$ cat config.mk
export PLATFORM = sky130hd
export DESIGN_NAME = pipeline_controller
export DESIGN_NICKNAME = d
export VERILOG_FILES = /design/src/rtl/pipeline_defs.sv /design/src/rtl/pipeline_hazard_unit.sv /design/src/rtl/pipeline_controller.sv
export SDC_FILE = /design/constraint.sdc
export NUM_CORES = 1
export LEC_CHECK = 0
export CORE_MARGIN = 2
export CORE_UTILIZATION = 38
export DETAILED_ROUTE_END_ITERATION = 6
export GPL_TIMING_DRIVEN = 0
export PLACE_DENSITY_LB_ADDON = 0.2
export REMOVE_ABC_BUFFERS = 1
export SETUP_SLACK_MARGIN = 0.1
export SKIP_LAST_GASP = 1
export SLEW_MARGIN = 30
export SYNTH_ARGS = -nofsm -noshare
export SYNTH_HDL_FRONTEND = slang
export SYNTH_SLANG_ARGS = --single-unit
$ cat constraint.sdc
create_clock -name clk -period 3.1 [get_ports clk]
set_input_delay 0.775 -clock clk [delete_from_list [all_inputs] [get_ports clk]]
set_output_delay 0.775 -clock clk [all_outputs]
set_load 0.02 [all_outputs]
$ cat src/rtl/pipeline_defs.sv
// pipeline_defs: encodings shared by the RV32I pipeline control and hazard logic.
package pipeline_defs;
    localparam logic [6:0] OP_R    = 7'b0110011;
    localparam logic [6:0] OP_I    = 7'b0010011;
    localparam logic [6:0] OP_LW   = 7'b0000011;
    localparam logic [6:0] OP_SW   = 7'b0100011;
    localparam logic [6:0] OP_B    = 7'b1100011;
    localparam logic [6:0] OP_JAL  = 7'b1101111;
    localparam logic [6:0] OP_JALR = 7'b1100111;
    localparam logic [6:0] OP_LUI  = 7'b0110111;

    localparam logic [2:0] ALU_ADD  = 3'b000;
    localparam logic [2:0] ALU_SUB  = 3'b001;
    localparam logic [2:0] ALU_AND  = 3'b010;
    localparam logic [2:0] ALU_OR   = 3'b011;
    localparam logic [2:0] ALU_SLT  = 3'b100;
    localparam logic [2:0] ALU_XOR  = 3'b101;
    localparam logic [2:0] ALU_SLTU = 3'b110;

    localparam logic [2:0] IMM_I = 3'b000;
    localparam logic [2:0] IMM_S = 3'b001;
    localparam logic [2:0] IMM_B = 3'b010;
    localparam logic [2:0] IMM_J = 3'b011;
    localparam logic [2:0] IMM_U = 3'b100;

    localparam logic [1:0] RES_ALU = 2'b00;
    localparam logic [1:0] RES_MEM = 2'b01;
    localparam logic [1:0] RES_PC4 = 2'b10;
    localparam logic [1:0] RES_IMM = 2'b11;

    localparam logic [1:0] BR_EQ = 2'b00;
    localparam logic [1:0] BR_NE = 2'b01;
    localparam logic [1:0] BR_LT = 2'b10;
    localparam logic [1:0] BR_GE = 2'b11;

    localparam logic [1:0] FWD_RD = 2'b00;
    localparam logic [1:0] FWD_W  = 2'b01;
    localparam logic [1:0] FWD_M  = 2'b10;

    typedef struct packed {
        logic       reg_write;
        logic [1:0] result_src;
        logic       mem_write;
        logic       branch;
        logic [1:0] br_type;
        logic       jump;
        logic       jalr;
        logic [2:0] alu_control;
        logic       alu_src;
    } ctrl_t;

    // Shared by R and I formats; unsupported funct3 values fall back to add.
    function automatic logic [2:0] alu_op(input logic [2:0] funct3, input logic sub);
        case (funct3)
            3'b000:  return sub ? ALU_SUB : ALU_ADD;
            3'b010:  return ALU_SLT;
            3'b011:  return ALU_SLTU;
            3'b100:  return ALU_XOR;
            3'b110:  return ALU_OR;
            3'b111:  return ALU_AND;
            default: return ALU_ADD;
        endcase
    endfunction
endpackage

$ cat src/rtl/pipeline_hazard_unit.sv
// pipeline_hazard_unit: operand forwarding selects, load-use stall and redirect flushes.
module pipeline_hazard_unit
    import pipeline_defs::*;
(
    input  logic [4:0] Rs1D,
    input  logic [4:0] Rs2D,
    input  logic [4:0] Rs1E,
    input  logic [4:0] Rs2E,
    input  logic [4:0] RdE,
    input  logic [4:0] RdM,
    input  logic [4:0] RdW,
    input  logic       RegWriteM,
    input  logic       RegWriteW,
    input  logic [1:0] ResultSrcE,
    input  logic       PCSrcE,
    output logic [1:0] ForwardAE,
    output logic [1:0] ForwardBE,
    output logic       StallF,
    output logic       StallD,
    output logic       FlushD,
    output logic       FlushE
);
    logic lw_stall;

    assign ForwardAE = (RegWriteM && RdM != 5'd0 && RdM == Rs1E) ? FWD_M :
                       (RegWriteW && RdW != 5'd0 && RdW == Rs1E) ? FWD_W : FWD_RD;
    assign ForwardBE = (RegWriteM && RdM != 5'd0 && RdM == Rs2E) ? FWD_M :
                       (RegWriteW && RdW != 5'd0 && RdW == Rs2E) ? FWD_W : FWD_RD;

    assign lw_stall = ResultSrcE == RES_MEM && RdE != 5'd0 && (RdE == Rs1D || RdE == Rs2D);

    // A redirect discards the stalled instruction anyway, so it must not hold the PC.
    assign StallF = lw_stall & ~PCSrcE;
    assign StallD = lw_stall & ~PCSrcE;
    assign FlushD = PCSrcE;
    assign FlushE = lw_stall | PCSrcE;
endmodule

$ cat src/rtl/pipeline_controller.sv
// pipeline_controller: RV32I decode, D/E/M/W control registers and branch resolution
// for the 5-stage datapath; forwarding and stall logic live in pipeline_hazard_unit.
module pipeline_controller
    import pipeline_defs::*;
(
    input  logic       clk,
    input  logic       reset,
    input  logic [6:0] opcode,
    input  logic [2:0] funct3,
    input  logic [6:0] funct7,
    input  logic       ZeroE,
    input  logic [4:0] Rs1D,
    input  logic [4:0] Rs2D,
    input  logic [4:0] Rs1E,
    input  logic [4:0] Rs2E,
    input  logic [4:0] RdE,
    input  logic [4:0] RdM,
    input  logic [4:0] RdW,
    output logic [2:0] ImmSrcD,
    output logic       ALUSrcE,
    output logic [2:0] ALUControlE,
    output logic       jalrE,
    output logic       PCSrcE,
    output logic       MemWriteM,
    output logic       RegWriteW,
    output logic [1:0] ResultSrcW,
    output logic [1:0] ForwardAE,
    output logic [1:0] ForwardBE,
    output logic       StallF,
    output logic       StallD,
    output logic       FlushD,
    output logic       FlushE,
    output logic       clear
);
    ctrl_t      ctrl_d, ctrl_e;
    logic       reg_write_m, mem_write_m, reg_write_w, taken_e;
    logic [1:0] result_src_m, result_src_w;
    logic       unused_funct7;

    assign unused_funct7 = ^{funct7[6], funct7[4:0]};

    always_comb begin
        ctrl_d  = '0;
        ImmSrcD = IMM_I;
        case (opcode)
            OP_R: begin
                ctrl_d.reg_write   = 1'b1;
                ctrl_d.alu_control = alu_op(funct3, funct7[5]);
            end
            OP_I: begin
                ctrl_d.reg_write   = 1'b1;
                ctrl_d.alu_src     = 1'b1;
                ctrl_d.alu_control = alu_op(funct3, 1'b0);
            end
            OP_LW: begin
                ctrl_d.reg_write  = 1'b1;
                ctrl_d.result_src = RES_MEM;
                ctrl_d.alu_src    = 1'b1;
            end
            OP_SW: begin
                ctrl_d.mem_write = 1'b1;
                ctrl_d.alu_src   = 1'b1;
                ImmSrcD          = IMM_S;
            end
            OP_B: begin
                // Only beq/bne/blt/bge exist here: funct3[1] marks the unsigned variants.
                ctrl_d.branch      = ~funct3[1];
                ctrl_d.br_type     = funct3[2] ? (funct3[0] ? BR_GE : BR_LT) : (funct3[0] ? BR_NE : BR_EQ);
                ctrl_d.alu_control = funct3[2] ? ALU_SLT : ALU_SUB;
                ImmSrcD            = IMM_B;
            end
            OP_JAL: begin
                ctrl_d.reg_write  = 1'b1;
                ctrl_d.result_src = RES_PC4;
                ctrl_d.jump       = 1'b1;
                ImmSrcD           = IMM_J;
            end
            OP_JALR: begin
                ctrl_d.reg_write  = 1'b1;
                ctrl_d.result_src = RES_PC4;
                ctrl_d.jump       = 1'b1;
                ctrl_d.jalr       = 1'b1;
                ctrl_d.alu_src    = 1'b1;
            end
            OP_LUI: begin
                ctrl_d.reg_write  = 1'b1;
                ctrl_d.result_src = RES_IMM;
                ImmSrcD           = IMM_U;
            end
            default: ;
        endcase
    end

    always_ff @(posedge clk or posedge reset) begin
        if (reset) begin
            ctrl_e       <= '0;
            reg_write_m  <= 1'b0;
            result_src_m <= RES_ALU;
            mem_write_m  <= 1'b0;
            reg_write_w  <= 1'b0;
            result_src_w <= RES_ALU;
        end else begin
            ctrl_e       <= FlushE ? '0 : ctrl_d;
            reg_write_m  <= ctrl_e.reg_write;
            result_src_m <= ctrl_e.result_src;
            mem_write_m  <= ctrl_e.mem_write;
            reg_write_w  <= reg_write_m;
            result_src_w <= result_src_m;
        end
    end

    // eq/ge take on zero, ne/lt take on non-zero.
    assign taken_e     = ZeroE ^ (ctrl_e.br_type == BR_NE || ctrl_e.br_type == BR_LT);
    assign PCSrcE      = ctrl_e.jump | (ctrl_e.branch & taken_e);
    assign ALUSrcE     = ctrl_e.alu_src;
    assign ALUControlE = ctrl_e.alu_control;
    assign jalrE       = ctrl_e.jalr;
    assign MemWriteM   = mem_write_m;
    assign RegWriteW   = reg_write_w;
    assign ResultSrcW  = result_src_w;
    assign clear       = 1'b0;

    pipeline_hazard_unit hazard (
        .Rs1D       (Rs1D),
        .Rs2D       (Rs2D),
        .Rs1E       (Rs1E),
        .Rs2E       (Rs2E),
        .RdE        (RdE),
        .RdM        (RdM),
        .RdW        (RdW),
        .RegWriteM  (reg_write_m),
        .RegWriteW  (reg_write_w),
        .ResultSrcE (ctrl_e.result_src),
        .PCSrcE     (PCSrcE),
        .ForwardAE  (ForwardAE),
        .ForwardBE  (ForwardBE),
        .StallF     (StallF),
        .StallD     (StallD),
        .FlushD     (FlushD),
        .FlushE     (FlushE)
    );
endmodule

Word-level counts from Yosys, hierarchy flattened

Cells that the tools add are included.

Output and inout port bits: 22
Register bits after elaboration: 20
Word-level logic and storage cells: 81
Bits of input ports: 55

Bitwise logic cells: 7
Equal/unequal tests: 22
Reduce and logical (&&, ||, !) cells: 17
Multiplexer cells: 21

Operators with widths:

| cell                 | count |
|---|---|
| $eq A5 B5 Y1         | 6 |
| $eq A7 B6 Y1 const B | 3 |
| $eq A7 B7 Y1 const B | 3 |
| $pmux W3 S6          | 1 |
| $pmux W3 S5          | 1 |
| $reduce_bool A5 Y1   | 3 |
| $mux W13             | 1 |
| $pmux W3 S4          | 1 |
| $mux W1              | 10 |
| $eq A3 B3 Y1 const B | 3 |
| $pmux W3 S3          | 1 |
| $logic_and A1 B1 Y1  | 8 |
| $eq A7 B2 Y1 const B | 1 |
| $eq A7 B5 Y1 const B | 1 |
| $eq A3 B2 Y1 const B | 2 |
| $mux W2              | 3 |
| $mux W3              | 2 |
| $pmux W2 S3          | 1 |
| $reduce_or A6 Y1     | 1 |
| $eq A2 B1 Y1 const B | 2 |
| $reduce_or A4 Y1     | 1 |
| $logic_not A3 Y1     | 1 |
| $and A1 B1 Y1        | 2 |
| $eq A2 B2 Y1 const B | 1 |
| other kinds (5)      | 8 |

Logic depth before layout (Yosys ltp)

Gate-level depths: netlist of the first run.

Word-level depth: 7
Gate-level depth with buffers: 7

Hierarchy

From an unflattened synthesis of the first run, not the netlist that was laid out.

Cells, all modules: 134
Area total of the unflattened synthesis: 1318.8 um^2

Modules (own cells, without submodules):

| module               | times used | area an instance (um^2) | cells each |
|---|---|---|---|
| pipeline_controller  | 1          | 893.4                   | 80 |
| pipeline_hazard_unit | 1          | 425.4                   | 54 |

Worst setup path after synthesis of the first run

OpenSTA, ideal clock, no wires.

Path kind: input port to output port
Start: in RdM[1]
End: out ForwardAE[0]
Stages on the path: 4
Buffers on the path: 0
Setup slack: -0.067 ns
Arrival time: 2.392 ns
Path through: or4_1 o21ai_0 nor4_1 nor4_1

Cells in the longest elaborated chain, start to end: 4
Elaborated cells on any way between the ends: 5

RTL lines:

| item                  | line                       | source |
|---|---|---|
| start, declared       | pipeline_controller.sv:17  | `input logic [4:0] RdM,` |
| $reduce_bool A5 Y1    | pipeline_hazard_unit.sv:25 | `assign ForwardAE = (RegWriteM && RdM != 5'd0 && RdM == Rs1E) ? FWD_M :` |
| $logic_and A1 B1 Y1   | pipeline_hazard_unit.sv:25 |  |
| $logic_and A1 B1 Y1 * | pipeline_hazard_unit.sv:25 |  |
| $mux W2 *             | pipeline_hazard_unit.sv:25 |  |
| end, declared         | pipeline_controller.sv:27  | `output logic [1:0] ForwardAE,` |

Mark *: on every way between the ends. The rest lies on a longest branch, timed or not.

Final worst setup path of the first run

Start: in RdM[0]
End: out ForwardBE[1]

Cells in the longest elaborated chain, start to end: 4
Elaborated cells on any way between the ends: 5

RTL lines:

| item                  | line                       | source |
|---|---|---|
| $reduce_bool A5 Y1    | pipeline_hazard_unit.sv:27 | `assign ForwardBE = (RegWriteM && RdM != 5'd0 && RdM == Rs2E) ? FWD_M :` |
| $logic_and A1 B1 Y1   | pipeline_hazard_unit.sv:27 |  |
| $logic_and A1 B1 Y1 * | pipeline_hazard_unit.sv:27 |  |
| $mux W2 *             | pipeline_hazard_unit.sv:27 |  |
| end, declared         | pipeline_controller.sv:28  | `output logic [1:0] ForwardBE,` |

Marked as above.

==> impl.org, run 1 <==
** Routing
- The first routing iteration left 34 violations.
- Iteration count of the initial detailed-routing pass :: 4
- After detailed routing, the number of vias per cell comes to between 5 and 6.
- DR top layer :: met4
- Sum of routed wire segments on met1 :: approximately 1.5 mm
- Total met2 wirelength after detailed routing :: 1.99 mm
- Dividing the detail-routed wire length by the instance count gives 15.1 um.
- Via total after detailed routing :: roughly 1300
- Number of remaining DRC errors :: 0
- Sum of met3 wire segment lengths after detailed routing :: 296 um
- Wires add up to between 3 and 4 mm.
- Number of antenna-violating nets in the routed design :: 0

** Global routing
- The number of antenna violations at the first check in global routing is 0.
- First-pass GRT wire length :: about 6 mm
- Global route overflow :: 0
- Maximum number of pins on one net before global-route repair :: 21
- The via count of the first global-routing pass came to about 1300.
- Global-route usage over all layers :: 0.190

** Power
- Overall power consumption after layout is estimated at between 500 and 600 uW.
- Cell internal power was estimated by the tool at just over 400 uW.
- The analysis attributes to cell leakage a power of ~0.00095 uW.
- The share of total power dissipated in the clock network is 0.253.
- Of the total power, the share spent switching nets is 0.265.
- For this design the ratio of total power to cell area is 258 nW/um^2.
- The worst-case IR drop observed on VDD is about 0.00012 V.
- Net load switching power :: about 150 uW
- The share of total power dissipated in combinational logic is 0.278.
- Of the total power, registers draw 0.469.

** Logic synthesis
- Counting flops with an async set or reset pin after synthesis yields a share of 1.00.
- Most instantiated flip-flop cell in the synthesis netlist :: sky130_fd_sc_hd__dfrtp_1
- The synthesized netlist contains 36 unique library cells.
- Warnings, synthesis :: 0
- Avg Cell Area, Syn :: between 9 and 10 um^2
- Sequential share of the synthesized area :: 0.367
- Counting flops and latches in the post-synthesis netlist gives 20.
- Counting flops with a built-in enable in the synthesized netlist gives 0.
- The cell area that synthesis handed to floorplanning was between 1000 and 1500 um^2.
- Counting every instance in the synthesized netlist gives between 100 and 150.

** Cells and area
- Of the cells placed in the final design, the portion with a size suffix greater than 1 is 0.251.
- The net count of the finished layout is around 260.
- Diodes inserted :: 0
- Final core occ :: 0.646
- Area used by sequential logic in the layout :: ~500 um^2
- Summing all multi-input logic gate instances after layout gives between 800 and 900 um^2.
- Counting the fill cells in the layout gives 270.
- Area grow syn2layout :: 60.6%

** Die
- Overall die width :: between 60 and 70 um
- From bottom edge to top edge, the die measures approximately 64 um.
- The region available for standard cell placement spans approximately 3400 um^2.
- Starting density of the core :: 0.402
- The die covers ~4100 um^2.
- Site Rows :: 21
- 77 I/O pins were placed.

** CTS
- Clk pin slew, worst setup/hold paths :: ~0.10 ns
- Inserted Clock Buffers :: 3
- Clock Sink Count :: 20
- Clock Tree Buf Depth :: 2
- CTS HTree Levels :: 1
- Master cell of the clock root buffer :: sky130_fd_sc_hd__clkbuf_4
- Clock latency reported for the late side of the worst-skew pair :: 0.29 ns
- CTS tree :: done
- Hold repair after CTS inserted 0 buffers.

** STA
- Worst-case headroom to the max-slew limit :: 0.535
- Final Max Slew Viols :: 0
- Setup repair after global routing could not meet its margin everywhere.
- After layout, the worst setup slack is around 0.14 ns.
- Of the available clock period, the critical path in the final layout requires 0.955.
- Clock skew on the completed layout was measured at approximately 0.0055 ns.
- Max Fclk :: about 0.34 GHz
- Pin slew with the least headroom to its limit :: 0.696 ns
- Sum of negative setup slack :: 0 ns
- Setup violations remaining at the end of the flow were counted as 0.
- Time the worst path needs with I/O delays and setup :: between 2 and 3 ns
- The count of final hold-check violations is 0.

** Place
- Port buffering added 69 buffers.
- DP Wirelength :: roughly 2.8 mm
- Routability-driven placement finished with a final weighted congestion of 0.854.
- Minimum setup slack after placement :: -0.985 ns

** Min path
- The tightest min-delay check is of the reg2reg type.

** Setup path
- STA classifies the critical path startpoint as a primary input.
- Of all nets on the critical path, the largest fanout is 3.
- Kind of critical path :: in2out
- Worst endpoint data arrival time :: about 2.2 ns
- Type of destination of the critical path :: output port
- At the worst endpoint, the required time is roughly 2.3 ns.

** Outcome
- Run status :: completed

** Job
- Max-cap violations in this run came to 0.
-- cell usage after synthesis (2+ instances only) --
library cell,instances,area share
sky130_fd_sc_hd__xor2_1,21,0.13
sky130_fd_sc_hd__dfrtp_1,20,0.37
sky130_fd_sc_hd__xnor2_1,12,0.077
sky130_fd_sc_hd__nand2_1,10,0.028
sky130_fd_sc_hd__nor4_2,8,0.073
sky130_fd_sc_hd__buf_4,6,0.033
sky130_fd_sc_hd__nand3_1,6,0.022
sky130_fd_sc_hd__nor4_1,6,0.028
sky130_fd_sc_hd__nor3_1,5,0.018
sky130_fd_sc_hd__o21ai_0,5,0.018
sky130_fd_sc_hd__or4_1,5,0.028
sky130_fd_sc_hd__inv_1,3,0.0083
sky130_fd_sc_hd__nor2_1,3,0.0083
sky130_fd_sc_hd__nor2b_1,3,0.014
sky130_fd_sc_hd__a2111oi_0,2,0.013
sky130_fd_sc_hd__clkbuf_1,2,0.0055
sky130_fd_sc_hd__nand2b_1,2,0.0092
sky130_fd_sc_hd__or2_2,2,0.0092
sky130_fd_sc_hd__or3_1,2,0.0092
-- worst max-delay path: stages --
cell and delay [ns]:
sky130_fd_sc_hd__dlygate4sd2_1 0.30, sky130_fd_sc_hd__xnor2_1 0.18, sky130_fd_sc_hd__nand3_1 0.11, sky130_fd_sc_hd__nor4_1 0.43, sky130_fd_sc_hd__dlygate4sd2_1 0.39
-- power groups by stage --
stage	registers (uW)	logic (uW)	clock network [uW]
floorplan	271	57.7	0
global route	265	170	157
global placement	269	151	0
CTS	265	154	144
detailed placement	270	156	0
finish	265	157	143
-- worst paths after layout --
| check | from | endpoint | slack [ns] | cells past startpoint |
|---|---|---|---|---|
| worst min register to register | result_src_m[0]$_DFF_PP0_ | ResultSrcW[0]$_DFF_PP0_ | 0.36 | 0 |
| min in group asynchronous | reset | ResultSrcW[0]$_DFF_PP0_ | 0.89 | 2 |
| worst max register to register | ctrl_e[6]$_DFF_PP0_ | ALUSrcE$_DFF_PP0_ | 1.55 | 5 |
| worst max-delay path | RdM[0] | ForwardBE[1] | 0.14 | 5 |
| max in group asynchronous | reset | reg_write_m$_DFF_PP0_ | 1.77 | 2 |
| worst min-delay path | result_src_m[0]$_DFF_PP0_ | ResultSrcW[0]$_DFF_PP0_ | 0.36 | 0 |
-- sequential cells by signal (all words and copies together), names as in the netlist --
signal	cells
ctrl_e	8
ALUControlE	3
ResultSrcW	2
result_src_m	2
ALUSrcE	1
MemWriteM	1
RegWriteW	1
jalrE	1
reg_write_m	1
-- cells in the final DEF, fill, tap and decap left out, drive strengths merged, types with 2 or more instances in the layout --
cell type / instances
clkdlybuf4s50: 29
nor3: 5
buf: 14
nand2: 10
nor2: 3
nand2b: 2
dfrtp: 20
nor2b: 3
or4: 5
or2: 2
nand3: 6
or3: 2
nor4: 14
inv: 3
xnor2: 12
xor2: 21
clkbuf: 7
dlymetal6s2s: 7
clkdlybuf4s15: 9
o21ai: 6
dlygate4sd2: 12
a2111oi: 3
-- cell families (layout without fill, tap and decap cells) --
group                     after synthesis  count (layout)  synth area share
and+or+nand+nor                        56              56             0.266
xor gates and xnor gates               33              33             0.212
DFF                                    20              20             0.367
AOI/OAI and AO/OA                      16              16            0.0900
buffers and inverters                  14              81            0.0615
other                                   1               1           0.00275
-- layer usage --
| metal | track usage | vias to the layer above |
|---|---|---|
| met5 | 0 | - |
| met4 | 0.0652 | 0 |
| met3 | 0.0299 | 4 |
| met2 | 0.354 | 74 |
| met1 | 0.218 | 606 |
| li1 | - | 625 |
-- area by class of cell --
cell class / instances / share of cell area
multi-input combinational: 106 / 0.401
timing repair buffer: 74 / 0.322
sequential: 20 / 0.229
tap: 46 / 0.0263
clock buffer: 4 / 0.0166
inverter: 3 / 0.00515
-- per-stage QoR --
step	instances	cell area [um^2]	hold slack, ns
detailed placement	244	2040	0.337
finish	253	2190	0.359
global route	253	2190	0.378
CTS	253	2150	0.361
floorplan	129	1290	0.331
global placement	244	2040	0.334
-- repair_timing --
action	CTS	global route
pin swaps	10	10
hold endpoints to repair	0	0
setup buffers	5	0
endpoints found under the setup margin	12	8
resized for setup	89	35
gates cloned	0	0
Power figures use the tool's default switching activity.
==> run 2, diff against run 1 <==
CORE_ASPECT_RATIO = 1.1   (was not set)
==> impl.org, run 2 (synthesis gave the netlist of run 1 again) <==
** Outcome
- Run status: completed (unchanged).

** Routing
- The number of design rule violations left after detail routing came to 0 (unchanged).
- The via density per instance was 5.06 (was 5.17).
- Iteration count of the initial detailed-routing pass :: 4 (unchanged)
- Number of antenna-violating nets in the routed design :: 0 (unchanged)
- The routed wire length is 3.53 mm (was 3.82 mm).
- The number of DRC markers in iteration 0 came to 49 (was 34).
- Via total after detailed routing :: 1296 (was 1309)
- Post-DR wirelength/cell :: 13.8 um (was 15.1 um)

** CTS
- The clock transition at the registers of the reported paths came to 0.10 ns (about the same).
- The clock tree from TritonCTS is done (unchanged).
- The number of buffers created by CTS is 3 (unchanged).
- Master cell of the clock root buffer :: sky130_fd_sc_hd__clkbuf_4 (unchanged)
- CTS HTree Levels :: 1 (unchanged)
- The clock net sink count came to 20 (unchanged).
- Clock latency reported for the late side of the worst-skew pair :: 0.29 ns (about the same)
- Clock Tree Buf Depth :: 2 (unchanged)

** Global routing
- The via count of the first global-routing pass came to 1264 (was 1334).
- First-pass GRT wire length :: 5.33 mm (was 6.13 mm)
- The most heavily used metal layer in global routing is met2 (unchanged).
- The largest net degree at the start of global routing came to 21 (unchanged).
- The met2 capacity usage during global routing was 0.331 (was 0.354).
- The residual overflow from global routing was 0 (unchanged).
- Global routing usage on met1 :: 0.185 (was 0.218)
- GR met3 Demand/Resource :: 0.0233 (was 0.0299)
- The total routing resource utilization after global routing was 0.175 (was 0.190).
- The number of antenna violations at the first check in global routing was 0 (unchanged).

** Cells and area
- Flip-flop count of the largest register, all copies and words added :: 8 (unchanged)
- Diodes inserted :: 0 (unchanged)
- Total number of nets in the final design :: 264 (was 263)
- The final non-filler cell total came to 256 (was 253).
- The area growth from synthesis to layout came to 60.4% (was 60.6%).
- Commonest cells after routing, fill and taps aside :: 31 x sky130_fd_sc_hd__clkdlybuf4s50_1, 21 x sky130_fd_sc_hd__xor2_1, 20 x sky130_fd_sc_hd__dfrtp_1 (was 29 x sky130_fd_sc_hd__clkdlybuf4s50_1, 21 x sky130_fd_sc_hd__xor2_1, 20 x sky130_fd_sc_hd__dfrtp_1)
- The fraction of final layout cells with drive strength greater than 1 is 0.260 (was 0.251).
- The most common cell after layout, fill and taps aside was sky130_fd_sc_hd__clkdlybuf4s50_1 (unchanged).
- The largest register by flop count is ctrl_e (unchanged).
- Post-layout instance area :: 2190 um^2 (about the same)

** STA
- The number of max-slew violations in the final report came to 0 (unchanged).
- Time the worst path needs with I/O delays and setup :: 2.99 ns (was 2.96 ns)
- Final setup margin :: 0.112 ns (was 0.140 ns)
- Largest clock skew in the final design :: 0.00624 ns (was 0.00550 ns)
- Unrepaired setup endpoints after global routing: yes (unchanged).
- Max Fclk :: 0.335 GHz (was 0.338 GHz)
- Share of the clock period used by the worst path after layout :: 0.964 (was 0.955)
- The count of final hold-check violations came to 0 (unchanged).
- Worst-case headroom to the max-slew limit :: 0.536 (was 0.535)
- Pin slew with the least headroom to its limit :: 0.695 ns (was 0.696 ns)
- The final count of negative-setup-slack endpoints was 0 (unchanged).

** Setup path
- Data required time at the worst endpoint :: 2.32 ns (about the same)
- The buffer and inverter count on the worst path is 2 (unchanged).
- The worst-path cell with the longest stage delay is sky130_fd_sc_hd__or4_1 (was sky130_fd_sc_hd__nor4_1).
- The maximum net fanout on the critical path was 3 (unchanged).
- The classification of the worst setup path was in2out (unchanged).
- Startpoint kind of the worst setup timing path :: primary input (unchanged)
- Critical path cell sequence: clkdlybuf4s15_2, or4_1, o21ai_0, or4_1, nor4_1, buf_2 (was dlygate4sd2_1, xnor2_1, nand3_1, nor4_1, dlygate4sd2_1).
- The nature of the critical path endpoint is an output port (unchanged).
- Worst path max stage delay :: 0.54 ns (was 0.43 ns)
- Worst endpoint data arrival time :: 2.21 ns (was 2.19 ns)
- Cell family contributing the most delay on the critical path :: simple AND/OR/NAND/NOR gates (was buffers and inverters)
- Most frequent CP cell :: sky130_fd_sc_hd__or4_1 (was sky130_fd_sc_hd__dlygate4sd2_1)

** Die
- The initial core utilization came to 0.402 (about the same).
- The number of rows created at floorplan was 22 (was 21).
- The number of top-level pins came to 77 (unchanged).
- The floorplan die area came to 4080 um^2 (about the same).
- Die H :: 66.8 um (was 63.9 um)
- The horizontal die dimension came to 61.1 um (was 63.9 um).
- Core box area :: 3390 um^2 (about the same)

** Job
- Number of max-cap violations :: 0 (unchanged)

** Min path
- Worst hold-check path type :: reg2reg (unchanged)

** Place
- The cell area after placement was 2040 um^2 (about the same).
- The worst slack after detailed placement came to -0.996 ns (was -0.985 ns).
- The cell total after placement was 246 (was 244).
- The routability congestion estimate is 0.839 (was 0.854).
- Count of buffers from port buffering :: 69 (unchanged)
- DP Wirelength :: 2.62 mm (was 2.80 mm)

** Power
- Final Power :: 564 uW (about the same)
- The worst supply voltage drop on vdd was 0.000143 V (was 0.000123 V).
- The static power due to leakage is 0.000933 uW (was 0.000952 uW).
- The total power density per cell area is 258 nW/um^2 (about the same).
==> run 2: metal layers <==
| layer | up-vias | wire length [um] |
|---|---|---|
| met5 | - | 0 |
| met4 | 0 | 27 |
| met3 | 2 | 346 |
| met2 | 65 | 1870 |
| met1 | 606 | 1290 |
| li1 | 623 | - |
==> run 2: timing repair <==
| item | CTS | global route |
|---|---|---|
| buffers inserted | 5 | 1 |
| setup endpoints to repair | 12 | 8 |
| pin swaps | 9 | 10 |
| hold buffers | 0 | 0 |
| resized for setup | 91 | 33 |
==> run 2: area by class of cell <==
class / count / area, um^2
well taps: 48 / 60.1
repair buffers: 75 / 697
clock buffers: 4 / 36.3
inverters: 3 / 11.3
multi-input cells: 106 / 881
fillers: 286 / 1200
flip-flops and latches: 20 / 500
==> run 2: report_power, final <==
| part | internal, uW | switching (uW) |
|---|---|---|
| clock | 71.5 | 69.9 |
| sequential | 263 | 1.12 |
| combinational | 81.5 | 76.7 |
==> run 2: worst register-to-register path: stages (launching register included) <==
cell and delay, ns:
sky130_fd_sc_hd__dfrtp_1 0.38, sky130_fd_sc_hd__xnor2_1 0.17, sky130_fd_sc_hd__xnor2_1 0.11, sky130_fd_sc_hd__a21o_4 0.23
sky130_fd_sc_hd__buf_6 0.14, sky130_fd_sc_hd__buf_4 0.15, sky130_fd_sc_hd__a2111oi_2 0.33
==> run 2: final timing paths <==
| check | start | to | slack, ns | cells after the start |
|---|---|---|---|---|
| max | RdW[3] | ForwardAE[0] | 0.11 | 6 |
| min | result_src_m[1]$_DFF_PP0_ | ResultSrcW[1]$_DFF_PP0_ | 0.36 | 0 |
| max reg2reg | ctrl_e[6]$_DFF_PP0_ | ALUControlE[2]$_DFF_PP0_ | 1.50 | 6 |
| min reg2reg | result_src_m[1]$_DFF_PP0_ | ResultSrcW[1]$_DFF_PP0_ | 0.36 | 0 |
| max in group asynchronous | reset | ALUControlE[0]$_DFF_PP0_ | 1.77 | 2 |
| min in group asynchronous | reset | ResultSrcW[1]$_DFF_PP0_ | 0.88 | 2 |
==> run 2: metrics by stage <==
step / hold slack, ns / TNS (ns) / util
6_report: 0.359 / 0 / 0.646
5_1_grt: 0.375 / 0 / 0.646
4_1_cts: 0.361 / -0.108 / 0.635
3_5_place_dp: 0.337 / -6.71 / 0.603
3_3_place_gp: 0.333 / -6.45 / 0.603
2_1_floorplan: 0.331 / -0.277 / -
